$ cat config.mk
export PLATFORM = sky130hd
export DESIGN_NAME = avmm_wait_gen
export DESIGN_NICKNAME = d
export VERILOG_FILES = /design/src/rtl/avmm_chk_pkg.sv /design/src/rtl/avmm_wait_gen.sv
export SDC_FILE = /design/constraint.sdc
export NUM_CORES = 1
export LEC_CHECK = 0
export BUFFER_PORTS_ARGS = -buffer_cell sky130_fd_sc_hd__buf_2
export CORE_ASPECT_RATIO = 0.6
export CORE_MARGIN = 3
export CORE_UTILIZATION = 55
export DETAILED_ROUTE_END_ITERATION = 12
export PLACE_DENSITY = 0.76
export REMOVE_ABC_BUFFERS = 1
export SYNTH_ARGS = -nofsm -noshare
export SYNTH_HDL_FRONTEND = slang
export SYNTH_SLANG_ARGS = --single-unit
$ cat constraint.sdc
create_clock -name clk -period 2.1 [get_ports clk]
set_clock_uncertainty 0.2 [all_clocks]
set_input_delay 0.63 -clock clk [delete_from_list [all_inputs] [get_ports clk]]
set_output_delay 0.63 -clock clk [all_outputs]
set_load 0.02 [all_outputs]
$ cat src/rtl/avmm_chk_pkg.sv
// Shared types and helpers for the Avalon-MM write-sink checker.
// Pattern arithmetic is modulo (cnt_max + 1) so non-power-of-two wraps also work.
package avmm_chk_pkg;

  typedef enum logic [1:0] {
    WAIT_NONE  = 2'd0,
    WAIT_FIXED = 2'd1,
    WAIT_RAND  = 2'd2,
    WAIT_RSVD  = 2'd3
  } wait_mode_t;

  // Right-shifting Fibonacci form of x^16 + x^14 + x^13 + x^11 + 1: feedback from bits 0,2,3,5.
  localparam logic [15:0] LFSR_TAPS = 16'h002D;

  function automatic logic [31:0] exp_lane(input logic [31:0] ref_v,
                                           input logic [31:0] idx,
                                           input logic [31:0] cnt_max);
    logic [32:0] sum;
    logic [32:0] modulus;
    sum     = {1'b0, ref_v} + {1'b0, idx};
    modulus = {1'b0, cnt_max} + 33'd1;
    if (sum >= modulus) sum = sum - modulus;
    return sum[31:0];
  endfunction

  function automatic logic [31:0] halfswap32(input logic [31:0] w);
    return {w[15:0], w[31:16]};
  endfunction

endpackage

$ cat src/rtl/avmm_wait_gen.sv
// WAITREQUEST generator: free-running LFSR plus an IDLE/STALL counter FSM.
// A stall of len cycles starts the cycle after each accepted beat.
module avmm_wait_gen
  import avmm_chk_pkg::*;
#(
  parameter int          WAIT_MIN  = 10,
  parameter logic [7:0]  RAND_MASK = 8'h7F,
  parameter logic [15:0] LFSR_SEED = 16'hACE1
) (
  input  logic       clk,
  input  logic       rst_n,
  input  logic       accept,
  input  wait_mode_t mode,
  input  logic [7:0] len,
  output logic       waitrequest
);

  localparam int CNT_W = 9;

  typedef enum logic {ST_IDLE, ST_STALL} state_t;

  state_t             state_q, state_d;
  logic [CNT_W-1:0]   cnt_q, cnt_d;
  logic [15:0]        lfsr_q, lfsr_d;
  logic [CNT_W-1:0]   load_len;

  // NOTE: every variable gets a default at the top of always_comb so no path leaves it unassigned (no latch).
  always_comb begin
    lfsr_d   = {^(lfsr_q & LFSR_TAPS), lfsr_q[15:1]};
    state_d  = state_q;
    cnt_d    = cnt_q;
    load_len = '0;

    case (mode)
      WAIT_FIXED: load_len = CNT_W'(len);
      WAIT_RAND:  load_len = CNT_W'(WAIT_MIN) + CNT_W'(lfsr_q[7:0] & RAND_MASK);
      default:    load_len = '0;
    endcase

    case (state_q)
      ST_IDLE: begin
        if (accept) begin
          cnt_d = load_len;
          if (load_len != '0) state_d = ST_STALL;
        end
      end
      ST_STALL: begin
        cnt_d = cnt_q - CNT_W'(1);
        if (cnt_q <= CNT_W'(1)) state_d = ST_IDLE;
      end
      default: state_d = ST_IDLE;
    endcase
  end

  // NOTE: sequential state uses non-blocking assignments so all flops sample pre-edge values.
  always_ff @(posedge clk or negedge rst_n) begin
    if (!rst_n) begin
      state_q <= ST_IDLE;
      cnt_q   <= '0;
      lfsr_q  <= LFSR_SEED;
    end else begin
      state_q <= state_d;
      cnt_q   <= cnt_d;
      lfsr_q  <= lfsr_d;
    end
  end

  assign waitrequest = (state_q == ST_STALL);

endmodule

==> impl.org, run 1 <==
** STA
- Timing-limited maximum frequency :: roughly 520 MHz
- Final hold violations :: 0
- Final critical-path required period :: 1.935 ns
- Across all setup checks in the final design, the least slack found is ~0.17 ns.
- Rel. slew slack :: 0.6271
- Count of final max-slew check failures :: 0
- Setup repair after global routing left no endpoint under its margin.
- Summed over all failing endpoints, the final setup total negative slack is 0 ns.
- Measured slew at the worst slew-check pin :: 0.5593 ns
- Setup violations remaining at the end of the flow were counted as 0.
- In the finished design, the share of the clock period the worst path needs comes to 0.9213.

** Floorplanning
- Horiz. Die Dim :: roughly 68 um
- Measured along the y axis, the die boundary spans roughly 43 um.
- The initial utilization of the core area, before any placement, comes to 0.6278.
- Area inside the core boundary :: roughly 2000 sq um
- The die covers 2907 sq um.
- Count of boundary I/O pins :: 14
- In this run the core area contains 12 standard-cell rows.

** Detailed routing
- Number of optimization iterations in the first detailed-route pass :: 4
- The routed layout has ~940 vias.
- Using the TritonRoute via totals, the vias-per-cell ratio works out to roughly 5.9.
- Routed WL per cell :: about 15 um
- DRT Wirelength :: around 2400 um
- Number of routed nets with antenna violations :: 0
- Total DRC errors in the routed layout :: 0
- Number of DRC markers after the initial detailed-route iteration :: 72

** Clocking
- The later pin in the worst-skew pair is clocked with a latency of roughly 0.27 ns.
- CTS built an H-tree with a depth of 1.
- PostCTS Resize Cnt :: 0
- CTS tree :: done
- After clock tree synthesis, the clock-pin slew on the worst setup and hold paths is about 0.08 ns.
- Post-CTS Setup Repair Bufs :: 0
- The longest clock path from root to sink contains 2 buffers.
- CTS Root Buffer Type :: sky130_fd_sc_hd__clkbuf_8
- CTS saw 26 sinks.
- Counting the buffers created by CTS gives 3.
- The number of hold buffers added after CTS was 0.

** Power and ir drop
- Relative contribution of the clock network to total power :: 0.304
- Total power density per cell area :: about 950 nW/um^2
- VDD sags by at most slightly above 0.6 mV.
- Combinational share of power :: 0.179
- Fraction of power spent switching nets :: 0.2878
- For this design the static power due to leakage is ~0.0006 uW.
- Share of power burned in registers :: 0.517
- Internal power :: between 900 and 1000 uW
- Power spent charging and discharging nets :: 388.2 uW

** GRT
- Across every metal layer, demand over resource in global routing totals 0.2068.
- Global-route wire length before repair :: around 4400 um
- Congestion Overflow GR :: 0
- The number of antenna violations at the first check in global routing came to 0.
- Entering global routing, the biggest net connects 27 pins.
- Vias in the first global route :: between 900 and 1k

** Layout
- In the final layout, the share of cells above drive strength 1 is 0.2462.
- Multi-input logic area :: 556.8 sq um
- The layout has roughly 150 filler cells.
- The final layout contains 150 nets.
- Diode insertion count for antenna repair :: 0
- Area added between synthesis and finish :: 12.87%
- Summing all flip-flop and latch instances after layout gives around 660 sq um.

** Yosys
- Of the total synthesized cell area, the portion taken by AND, OR, NAND and NOR gates is 0.1717.
- Share of the synthesized area in compound gates (AO/OA/AOI/OAI) :: 0.1766
- The number of different library cells used by synthesis comes to 38.
- For this run, the register share of the synthesized area comes to 0.5269.
- Number of warning messages in the yosys log :: 0
- Number of flip-flops and latches in the synthesized netlist :: 26
- Synthesis produced a netlist whose cell count is approximately 120.
- In the synthesized netlist the dominant register cell turns out to be sky130_fd_sc_hd__dfrtp_1.
- Of the total synthesized cell area, the portion taken by full adders, half adders and majority gates is 0.05988.
- Average instance area after synthesis :: 10.90 sq um
- The synthesized netlist occupies a cell area of 1254 sq um.
- Synthesized-area fraction occupied by xor and xnor cells :: 0.02794
- Fraction of synthesis flops using an asynchronous set or reset pin :: 1.000
- After synthesis, the largest family of logic cells by area is compound AO/OA/AOI/OAI gates.
- Number of flops mapped to enable cells by yosys :: 0
- Post-synthesis mux area share :: 0.007984

** Place
- The congestion estimate from routability-driven global placement came to 0.8047.
- Port Buffers :: 13
- Before CTS, the worst setup slack after placement is 0.02590 ns.
- Detailed placement ended at an HPWL of between 1500 and 2000 um.

** Worst setup path
- Arrival time at the worst endpoint :: around 1.1 ns
- Sort of element at the end of the critical path :: output pin
- Maximum fanout along the worst path :: 15
- In this design, the stage delay of the slowest critical-path cell is ~0.59 ns.
- Cell class contributing the biggest share of worst-path delay :: flip-flops
- In this run the number of cells on the critical path is 1.
- Number of cell instances on the worst register-to-register path :: 6
- Sum of buffers and inverters on the critical path :: 1
- CP Launch Type :: register
- Worst-path cell chain :: buf_2
- Kind of critical path :: reg -> out
- Req. time, crit path :: between 1 and 1.5 ns
- Worst path slowest cell :: sky130_fd_sc_hd__dfrtp_1

** Run status
- The run finished with clean final reports.

** Worst hold path
- The tightest min-delay check is of the in -> async type.

** Job
- Max-cap violations in this run came to 0.
==> stage by stage <==
| stage | cell area (sq um) | power [uW] | hold slack (ns) | std cells | utilization |
|---|---|---|---|---|---|
| after floorplan | 1236 | 860.6 | 0.1312 | 112 | - |
| after global placement | 1344 | 931.8 | 0.1337 | 154 | 0.6729 |
| after detailed placement | 1344 | 949.0 | 0.1370 | 154 | 0.6729 |
| after CTS | 1415 | 1361 | 0.1548 | 158 | 0.7086 |
| after global routing | 1415 | 1443 | 0.1690 | 158 | 0.7086 |
| final | 1415 | 1349 | 0.1413 | 158 | 0.7086 |
==> synthesized netlist by cell type (all sizes together) (3+ instances only) <==
cell / number / area (sq um)
nor3: 4 / 25.02
o21ai: 6 / 30.02
a21oi: 6 / 33.78
o211ai: 4 / 30.03
nand2: 7 / 26.28
dfstp: 8 / 210.2
inv: 5 / 18.77
or3: 5 / 31.28
nor2: 6 / 25.03
nand3: 5 / 25.02
ha: 6 / 75.07
xnor2: 3 / 26.28
dfrtp: 18 / 450.4
buf: 3 / 17.52
a22oi: 4 / 30.03
nand2b: 3 / 18.77
o21a: 3 / 22.52
==> cell type report <==
cell class	instances	area share
clock buffers	3	0.02918
clock inverters	1	0.02122
inverters	5	0.01326
multi-input cells	81	0.3935
flip-flops and latches	26	0.4668
well taps	28	0.02476
repair buffers	14	0.05128
==> per-layer routing <==
layer,up-vias,GRT usage,part of all wire
met2,29,0.2747,0.40
met1,457,0.3261,0.53
met3,2,0.06349,0.055
met4,0,0.03629,0.0053
li1,451,-,-
met5,-,0,0
==> kinds of logic after synthesis <==
| logic type | count (synthesis) |
|---|---|
| muxes | 1 |
| buffers and inverters | 8 |
| AOI/OAI and AO/OA | 32 |
| xor gates and xnor gates | 4 |
| DFF | 26 |
| adders and majority gates | 6 |
| and+or+nand+nor | 38 |
==> placed cells by master (no fill, tap or decap), types with 4 or more instances in the layout <==
| cell type | instances |
|---|---|
| sky130_fd_sc_hd__inv_1 | 5 |
| sky130_fd_sc_hd__o211ai_1 | 4 |
| sky130_fd_sc_hd__a22oi_1 | 4 |
| sky130_fd_sc_hd__dfstp_2 | 8 |
| sky130_fd_sc_hd__nand3_1 | 5 |
| sky130_fd_sc_hd__ha_1 | 6 |
| sky130_fd_sc_hd__buf_2 | 13 |
| sky130_fd_sc_hd__or3_1 | 5 |
| sky130_fd_sc_hd__dfrtp_1 | 18 |
| sky130_fd_sc_hd__a21oi_1 | 5 |
| sky130_fd_sc_hd__nor2_1 | 5 |
| sky130_fd_sc_hd__nand2_1 | 7 |
==> state kept, by name, indices dropped and copies added, names as in the netlist <==
register	count
cnt_q	9
lfsr_q	16
waitrequest	1
==> power groups by stage <==
stage	logic (uW)	registers, uW	clock network, uW
after detailed placement	245	704	0
final	242	697	410
after CTS	246	696	419
after global placement	234	698	0
after floorplan	181	679	0
after global routing	279	716	448
==> worst paths after layout <==
| path | startpoint | endpoint | slack [ns] |
|---|---|---|---|
| worst max-delay path | waitrequest$_DFF_PN0_ | waitrequest | 0.17 |
| worst min-delay path | rst_n | lfsr_q[8]$_DFF_PN0_ | 0.14 |
| worst max register to register | lfsr_q[1]$_DFF_PN0_ | waitrequest$_DFF_PN0_ | 0.25 |
| worst min register to register | lfsr_q[9]$_DFF_PN0_ | lfsr_q[8]$_DFF_PN0_ | 0.15 |
| max in group asynchronous | rst_n | lfsr_q[15]$_DFF_PN1_ | 1.19 |
| min in group clk | lfsr_q[9]$_DFF_PN0_ | lfsr_q[8]$_DFF_PN0_ | 0.15 |
No activity file was read; power rests on OpenSTA's default activity.
==> run 2, diff against run 1 <==
--- a/config.mk
+++ b/config.mk
@@ -8,10 +8,10 @@
 export BUFFER_PORTS_ARGS = -buffer_cell sky130_fd_sc_hd__buf_2
 export CORE_ASPECT_RATIO = 0.6
 export CORE_MARGIN = 3
-export CORE_UTILIZATION = 55
+export CORE_UTILIZATION = 40
 export DETAILED_ROUTE_END_ITERATION = 12
-export PLACE_DENSITY = 0.76
 export REMOVE_ABC_BUFFERS = 1
 export SYNTH_ARGS = -nofsm -noshare
 export SYNTH_HDL_FRONTEND = slang
 export SYNTH_SLANG_ARGS = --single-unit
+export TNS_END_PERCENT = 20
==> constraint.sdc (replaced) <==
create_clock -name clk -period 2.12 [get_ports clk]
set_clock_uncertainty 0.2 [all_clocks]
set_input_delay 0.636 -clock clk [delete_from_list [all_inputs] [get_ports clk]]
set_output_delay 0.636 -clock clk [all_outputs]
set_load 0.02 [all_outputs]
==> impl.org, run 2 (same netlist as run 1, synthesis figures left out) <==
** Power and ir drop
- The switching share of total power was 0.2907 (was 0.2878).
- Share of power burned in registers :: 0.516 (was 0.517)
- Power spent charging and discharging nets :: 390.3 uW (was 388.2 uW)
- The power density normalized to cell area was 937.0 nW/um^2 (was 953.2 nW/um^2).
- Maximum VDD drop :: 0.3295 mV (was 0.6127 mV)
- The proportion of power drawn by the clock network came to 0.303 (was 0.304).
- Internal power :: 952.1 uW (was 960.7 uW)
- Combinational share of power :: 0.181 (was 0.179)
- The power consumption was 1342 uW (was 1349 uW).
- Pleak :: 0.0005965 uW (unchanged)

** Clocking
- Post-CTS Setup Repair Bufs :: 0 (unchanged)
- The root cell of the clock tree was sky130_fd_sc_hd__clkbuf_8 (unchanged).
- The number of levels the H-tree was split into was 1 (unchanged).
- The clock insertion delay at the later pin of the skew report was 0.27 ns (about the same).
- The number of buffers on the longest clock path is 2 (unchanged).
- Sinks on Clock Net :: 26 (unchanged)
- The clock buffer count from CTS came to 3 (unchanged).
- Clk slew on worst S/H paths :: 0.09 ns (was 0.08 ns)
- The post-cts sizing count is 0 (unchanged).
- The number of buffers inserted by hold repair at cts was 0 (unchanged).
- CTS tree :: done (unchanged)

** Detailed routing
- The first-pass detailed-route iteration total was 4 (unchanged).
- Routed WL per cell :: 14.49 um (was 15.46 um)
- Vias after detailed routing :: 913 (was 939)
- DRT Wirelength :: 2493 um (was 2443 um)
- Number of routed nets with antenna violations :: 0 (unchanged)
- The number of remaining DRC errors is 0 (unchanged).
- The starting DRC count in detailed routing came to 84 (was 72).
- Via density per instance :: 5.308 (was 5.943)

** STA
- Final setup TNS :: 0 ns (unchanged)
- Timing-limited maximum frequency :: ~500 MHz
- Rel. slew slack :: 0.6245 (was 0.6271)
- Setup repair after global routing missed its margin :: no (unchanged)
- Final hold violations :: 0 (unchanged)
- The worst path in the final design needs a cycle of a little under 2 ns, including I/O delays and setup.
- Count of final max-slew check failures :: 0 (unchanged)
- Final worst path period share :: 0.9280
- The final hold slack came to 0.1467 ns (was 0.1413 ns).
- The count of final setup violators is 0 (unchanged).
- The transition time at the pin with the least slew margin was 0.5633 ns (was 0.5593 ns).

** Layout
- Share of layout cells above drive strength 1 :: 0.2462 (unchanged)
- The number of standard cells in the layout, taps in and fillers out came to 172 (was 158).
- The end-of-flow core utilization came to 0.4893 (was 0.7086).
- Diode insertion count for antenna repair :: 0 (unchanged)
- The register with the most flip-flops is lfsr_q (unchanged).
- The layout-stage area growth over the synthesis result came to 14.27% (was 12.87%).
- The most common cell after layout, fill and taps aside is sky130_fd_sc_hd__dfrtp_1 (unchanged).
- The flip-flop count of the largest register after layout is 16 (unchanged).
- Top library cells by usage in the layout, fill and taps aside :: sky130_fd_sc_hd__dfrtp_1, sky130_fd_sc_hd__buf_2, sky130_fd_sc_hd__dfstp_2, sky130_fd_sc_hd__nand2_1, sky130_fd_sc_hd__ha_1 (unchanged)
- The final-stage net count is 150 (unchanged).

** Worst setup path
- The number of buffers and inverters on the critical path came to 1 (unchanged).
- The type of destination of the critical path was an output pin (unchanged).
- Req. time, crit path :: 1.28 ns (was 1.27 ns)
- Kind of critical path :: reg -> out (unchanged)
- Worst-path cell chain: buf_2 (unchanged).
- The kind of cell adding the most delay to the critical path was flip-flops (unchanged).
- Worst path slowest cell :: sky130_fd_sc_hd__dfrtp_1 (unchanged)
- The longest individual stage delay on the worst path was 0.61 ns (was 0.59 ns).
- The startpoint class of the critical path is a register (unchanged).
- Maximum fanout along the worst path :: 15 (unchanged)
- Arrival time at the worst endpoint :: 1.13 ns (was 1.10 ns)

** GRT
- The wire length of the first global-routing pass was 4388 um (was 4353 um).
- Vias in the first global route :: 901 (was 926)
- Congestion Overflow GR :: 0 (unchanged)
- The overall routing resource usage came to 0.1452 (was 0.2068).
- Number of antenna violations at the first check in global routing :: 0 (unchanged)
- The largest net degree at the start of global routing was 27 (unchanged).

** Place
- The half-perimeter wire length after detailed placement is 1933 um (was 1795 um).
- The number of placed cells counting well taps came to 168 (was 154).
- Routability congestion estimate from global placement :: 0.8522 (was 0.8047)
- Port Buffers :: 13 (unchanged)

** Floorplanning
- # rows :: 15 (was 12)
- Area inside the core boundary :: 2928 sq um (was 1997 sq um)
- The width of the die is 78.28 um (was 67.64 um).
- The total I/O pin count came to 14 (unchanged).
- The die area came to 3864 sq um (was 2907 sq um).
- Die Height :: 49.37 um (was 42.98 um)
- Effective utilization at floorplan :: 0.4282 (was 0.6278)

** Job
- Number of maximum-capacitance violations :: 0 (unchanged)

** Run status
- Outcome :: finished, final reports clean (unchanged)

** Worst hold path
- Min-Delay Path Class :: in -> async (unchanged)
run 2: cell counts in the layout (fill, tap and decap cells not counted):
Identical to the previous run, type by type.
run 2: cell type report:
class	instances	area (sq um)
fill	287	1495
multi-input combinational	81	556.8
timing repair buffer	14	72.57
sequential	26	660.6
tap	42	52.55
clock inverter	1	30.03
inverter	5	18.77
clock buffer	3	41.29
run 2: worst paths after layout:
| path | from | endpoint | slack [ns] | depth (start not counted) |
|---|---|---|---|---|
| worst max-delay path | waitrequest$_DFF_PN0_ | waitrequest | 0.15 | 1 |
| worst min-delay path | rst_n | cnt_q[8]$_DFFE_PN0P_ | 0.15 | 1 |
| min in group clk | lfsr_q[12]$_DFF_PN0_ | lfsr_q[11]$_DFF_PN1_ | 0.16 | 0 |
| worst min register to register | lfsr_q[12]$_DFF_PN0_ | lfsr_q[11]$_DFF_PN1_ | 0.16 | 0 |
| max in group asynchronous | rst_n | lfsr_q[0]$_DFF_PN1_ | 1.20 | 1 |
| worst max register to register | lfsr_q[1]$_DFF_PN0_ | waitrequest$_DFF_PN0_ | 0.30 | 6 |
run 2: power by group through the flow:
stage	clock (uW)	combinational (uW)	sequential, uW
4_1_cts	418	245	690
5_1_grt	437	283	707
2_1_floorplan	0	180	673
3_3_place_gp	0	236	692
6_report	406	244	693
3_5_place_dp	0	246	698
run 2: metal layers:
layer,track usage,share of wire,up-vias
li1,-,-,446
met1,0.2427,0.56,442
met4,0.01744,0,0
met2,0.1861,0.39,25
met5,0,0,-
met3,0.03690,0.054,0
run 2: per-stage QoR:
| stage | area [sq um] | setup WS, ns |
|---|---|---|
| 2_1_floorplan | 1236 | 0.2835 |
| 3_3_place_gp | 1361 | 0.05468 |
| 3_5_place_dp | 1361 | -0.01119 |
| 4_1_cts | 1433 | 0.1702 |
| 5_1_grt | 1433 | 0.07596 |
| 6_report | 1433 | 0.1526 |
==> run 3, diff against run 2 <==
--- a/config.mk
+++ b/config.mk
@@ -5,11 +5,12 @@
 export SDC_FILE = /design/constraint.sdc
 export NUM_CORES = 1
 export LEC_CHECK = 0
-export BUFFER_PORTS_ARGS = -buffer_cell sky130_fd_sc_hd__buf_2
+export ABC_AREA = 1
 export CORE_ASPECT_RATIO = 0.6
 export CORE_MARGIN = 3
 export CORE_UTILIZATION = 40
 export DETAILED_ROUTE_END_ITERATION = 12
+export DONT_BUFFER_PORTS = 1
 export REMOVE_ABC_BUFFERS = 1
 export SYNTH_ARGS = -nofsm -noshare
 export SYNTH_HDL_FRONTEND = slang
==> impl.org, run 3 <==
** GRT
- The overall routing resource usage came to 0.1591 (was 0.1452).
- Global-route wire length before repair :: 4698 um (was 4388 um)
- Congestion Overflow GR :: 0 (unchanged)
- Largest net degree at the start of global routing :: 27 (unchanged)
- Number of antenna violations at the first check in global routing :: 0 (unchanged)
- Vias in the first global route :: 978 (was 901)

** Layout
- The final-stage net count came to 175 (was 150).
- The number of standard cells in the layout, taps in and fillers out came to 197 (was 172).
- The most common cell after layout, fill and taps aside was sky130_fd_sc_hd__nand2_1 (was sky130_fd_sc_hd__dfrtp_1).
- Top library cells by usage in the layout, fill and taps aside: sky130_fd_sc_hd__nand2_1, sky130_fd_sc_hd__inv_1, sky130_fd_sc_hd__dfrtp_1, sky130_fd_sc_hd__nand3_1, sky130_fd_sc_hd__nor2_1 (was sky130_fd_sc_hd__dfrtp_1, sky130_fd_sc_hd__buf_2, sky130_fd_sc_hd__dfstp_2, sky130_fd_sc_hd__nand2_1, sky130_fd_sc_hd__ha_1).
- Share of layout cells above drive strength 1 :: 0.1097 (was 0.2462)
- Number of flip-flops under the largest register name :: 16 (unchanged)
- The total inserted antenna cells is 0 (unchanged).
- The filler cell count came to 303 (was 287).
- The register with the most flip-flops is lfsr_q (unchanged).
- The layout-stage area growth over the synthesis result is 11.33% (was 14.27%).

** Power and ir drop
- Pleak :: 0.0007096 uW (was 0.0005965 uW)
- Total power density per cell area :: 1081 nW/um^2 (was 937.0 nW/um^2)
- Maximum VDD drop :: 0.3443 mV (was 0.3295 mV)

** Clocking
- Post-CTS Setup Repair Bufs :: 0 (unchanged)
- The CTS tree is done (unchanged).
- CTS Root Buffer Type :: sky130_fd_sc_hd__clkbuf_8 (unchanged)
- Largest buffer count on any clock path :: 2 (unchanged)
- Worst-skew pair later-pin latency :: 0.27 ns (about the same)
- PostCTS Resize Cnt :: 0 (unchanged)
- Clk slew on worst S/H paths :: 0.09 ns (about the same)
- Level count of the clock H-tree :: 1 (unchanged)
- The clock buffer count from CTS is 3 (unchanged).
- Sinks on Clock Net :: 26 (unchanged)
- Number of buffers inserted by hold repair at cts :: 2 (was 0)

** Detailed routing
- The average vias per placed instance came to 4.934 (was 5.308).
- Number of optimization iterations in the first detailed-route pass :: 4 (unchanged)
- The remaining antenna violation count after routing is 0 (unchanged).
- The number of remaining DRC errors is 0 (unchanged).
- The starting DRC count in detailed routing is 59 (was 84).
- The via count of the routed design was 972 (was 913).
- Routed WL per cell :: 13.82 um (was 14.49 um)
- The detailed-route wire length is 2722 um (was 2493 um).

** Worst setup path
- Req. time, crit path :: 2.13 ns (was 1.28 ns)
- The biggest fanout along the worst timing path came to 7 (was 15).
- Kind of critical path :: reg -> reg (was reg -> out)
- Sort of element at the end of the critical path :: register (was output pin)
- Reg-to-reg critical path startpoint :: waitrequest$_DFF_PN0_ (was lfsr_q[1]$_DFF_PN0_)
- The critical path startpoint is waitrequest$_DFF_PN0_ (unchanged).
- The worst path arrival time came to 1.80 ns (was 1.13 ns).
- The startpoint class of the critical path is a register (unchanged).

** Place
- The half-perimeter wire length after detailed placement was 2136 um (was 1933 um).
- Placed Cells incl. Taps :: 191 (was 168)
- The number of port buffers was 0 (was 13).
- The final weighted congestion of routability-driven global placement is 0.8384 (was 0.8522).

** STA
- The headroom to the max-slew limit was 0.7188 (was 0.6245).
- Count of final max-slew check failures :: 0 (unchanged)
- Final worst path period share :: 0.8435 (was 0.9280)
- Timing-limited maximum frequency :: 559.2 MHz (was 508.3 MHz)
- The count of final setup violators came to 0 (unchanged).
- Setup repair after global routing missed its margin: no (unchanged).
- The post-route setup TNS came to 0 ns (unchanged).
- The total count of hold-check failures in the final report is 0 (unchanged).
- Measured slew at the worst slew-check pin :: 0.4218 ns (was 0.5633 ns)
- Final critical-path required period :: 1.788 ns (was 1.967 ns)

** Yosys
- Most area-consuming cells after synthesis: sky130_fd_sc_hd__dfrtp_1, sky130_fd_sc_hd__dfstp_2, sky130_fd_sc_hd__nand2_1, sky130_fd_sc_hd__inv_1, sky130_fd_sc_hd__ha_1 (was sky130_fd_sc_hd__dfrtp_1, sky130_fd_sc_hd__dfstp_2, sky130_fd_sc_hd__ha_1, sky130_fd_sc_hd__or3_1, sky130_fd_sc_hd__a22oi_1).
- Average instance area after synthesis :: 8.560 sq um (was 10.90 sq um)
- The post-synthesis cell type with the largest combined area is sky130_fd_sc_hd__dfrtp_1 (unchanged).
- Number of flops mapped to enable cells by yosys :: 0 (unchanged)
- Fraction of synthesis flops using an asynchronous set or reset pin :: 1.000 (unchanged)
- Number of flip-flops and latches in the synthesized netlist :: 26 (unchanged)
- Sequential area share after synthesis :: 0.5111 (was 0.5269)
- Top cell types by occurrence after synthesis: sky130_fd_sc_hd__nand2_1, sky130_fd_sc_hd__inv_1, sky130_fd_sc_hd__dfrtp_1 (was sky130_fd_sc_hd__dfrtp_1, sky130_fd_sc_hd__dfstp_2, sky130_fd_sc_hd__nand2_1).
- The synthesis warning total was 0 (unchanged).
- Most instantiated library cell after synthesis :: sky130_fd_sc_hd__nand2_1 (was sky130_fd_sc_hd__dfrtp_1)
- Share of the synthesized area in the top cell type :: 0.3485 (was 0.3593)
- The number of library cell types mapped by synthesis came to 24 (was 38).
- Post-synthesis instance area :: 1292 sq um (was 1254 sq um)
- Flip-flop cell with the highest count after synthesis :: sky130_fd_sc_hd__dfrtp_1 (unchanged)
- The post-synthesis cell count came to 151 (was 115).

** Worst hold path
- Hold Crit Start :: lfsr_q[14]$_DFF_PN0_
- Min-Delay Path Class :: reg -> reg (was in -> async)

** Floorplanning
- Count of boundary I/O pins :: 14 (unchanged)
- Effective utilization at floorplan :: 0.4331 (was 0.4282)
- Die Height :: 50.03 um (was 49.37 um)
- The area of the core came to 2984 sq um (was 2928 sq um).
- The die area was 3972 sq um (was 3864 sq um).
- The number of core rows is 15 (unchanged).
- Horiz. Die Dim :: 79.39 um (was 78.28 um)

** Job
- Number of maximum-capacitance violations :: 0 (unchanged)

** Run status
- Outcome :: finished, final reports clean (unchanged)
==> run 3: cell count changes in the layout (fill, tap and decap cells not counted), moves of 3 or more <==
cell                       delta
sky130_fd_sc_hd__inv_1       +17
sky130_fd_sc_hd__nand2b_1     -3
sky130_fd_sc_hd__o21ai_1      -3
sky130_fd_sc_hd__a22oi_1      -4
sky130_fd_sc_hd__buf_2       -13
sky130_fd_sc_hd__a21oi_1      -3
sky130_fd_sc_hd__nand2_1     +32
sky130_fd_sc_hd__nand3_1      +9
sky130_fd_sc_hd__nor2_1       +8
sky130_fd_sc_hd__o21a_1       -3
sky130_fd_sc_hd__or3_1        -5
sky130_fd_sc_hd__o21ai_0      +5
==> run 3: critical path, cell delays in order, from the launching register on <==
cell and delay, ns:
sky130_fd_sc_hd__dfrtp_1 0.61, sky130_fd_sc_hd__inv_2 0.17, sky130_fd_sc_hd__nor4_4 0.35, sky130_fd_sc_hd__nand2_2 0.11, sky130_fd_sc_hd__or2_0 0.21, sky130_fd_sc_hd__nand3_1 0.08
==> run 3: final timing paths <==
| kind | to | slack [ns] | cells after the start |
|---|---|---|---|
| hold / removal | lfsr_q[13]$_DFF_PN1_ | 0.16 | 0 |
| setup / recovery | cnt_q[6]$_DFFE_PN0P_ | 0.33 | 5 |
| min in group asynchronous | cnt_q[8]$_DFFE_PN0P_ | 0.58 | 2 |
| hold reg to reg | lfsr_q[13]$_DFF_PN1_ | 0.16 | 0 |
| max in group asynchronous | lfsr_q[0]$_DFF_PN1_ | 0.91 | 2 |
| setup reg to reg | cnt_q[6]$_DFFE_PN0P_ | 0.33 | 5 |
==> run 3: power breakdown <==
| group | leakage (uW) | switching (uW) | internal (uW) |
|---|---|---|---|
| sequential | 0.000321 | 104 | 577 |
| combinational | 0.000353 | 295 | 173 |
| clock | 0.0000357 | 154 | 252 |
==> run 3: cell type report <==
class	instances	area, sq um	share of cell area
tap	42	52.55	0.03652
clock buffer	3	41.29	0.02870
multi-input combinational	100	538.0	0.3739
sequential	26	660.6	0.4591
inverter	23	86.33	0.06000
clock inverter	1	30.03	0.02087
timing repair buffer	2	30.03	0.02087
==> run 3: logic make-up after synthesis <==
family                     synth area share
adders and majority gates           0.05808
AOI/OAI and AO/OA                   0.08616
xor gates and xnor gates            0.01356
DFF                                  0.5111
buffers and inverters               0.07260
and+or+nand+nor                      0.2585
==> run 3: routing by layer <==
layer	track usage	wire length [um]	vias up
li1	-	-	488
met1	0.2443	1539	457
met2	0.2109	1005	25
met3	0.05474	162	2
met4	0.03429	15	0
met5	0	0	-
==> run 3: stage by stage <==
step           hold WS (ns)  cell area (sq um)  power, uW  utilization  worst slack (ns)
2_1_floorplan        0.1312               1285       1023            -            0.3009
3_3_place_gp         0.1367               1338       1123       0.4482            0.2228
3_5_place_dp         0.1386               1338       1136       0.4482            0.1626
4_1_cts              0.1631               1439       1560       0.4822            0.3476
5_1_grt              0.1660               1439       1663       0.4822            0.1885
6_report             0.1613               1439       1556       0.4822            0.3318
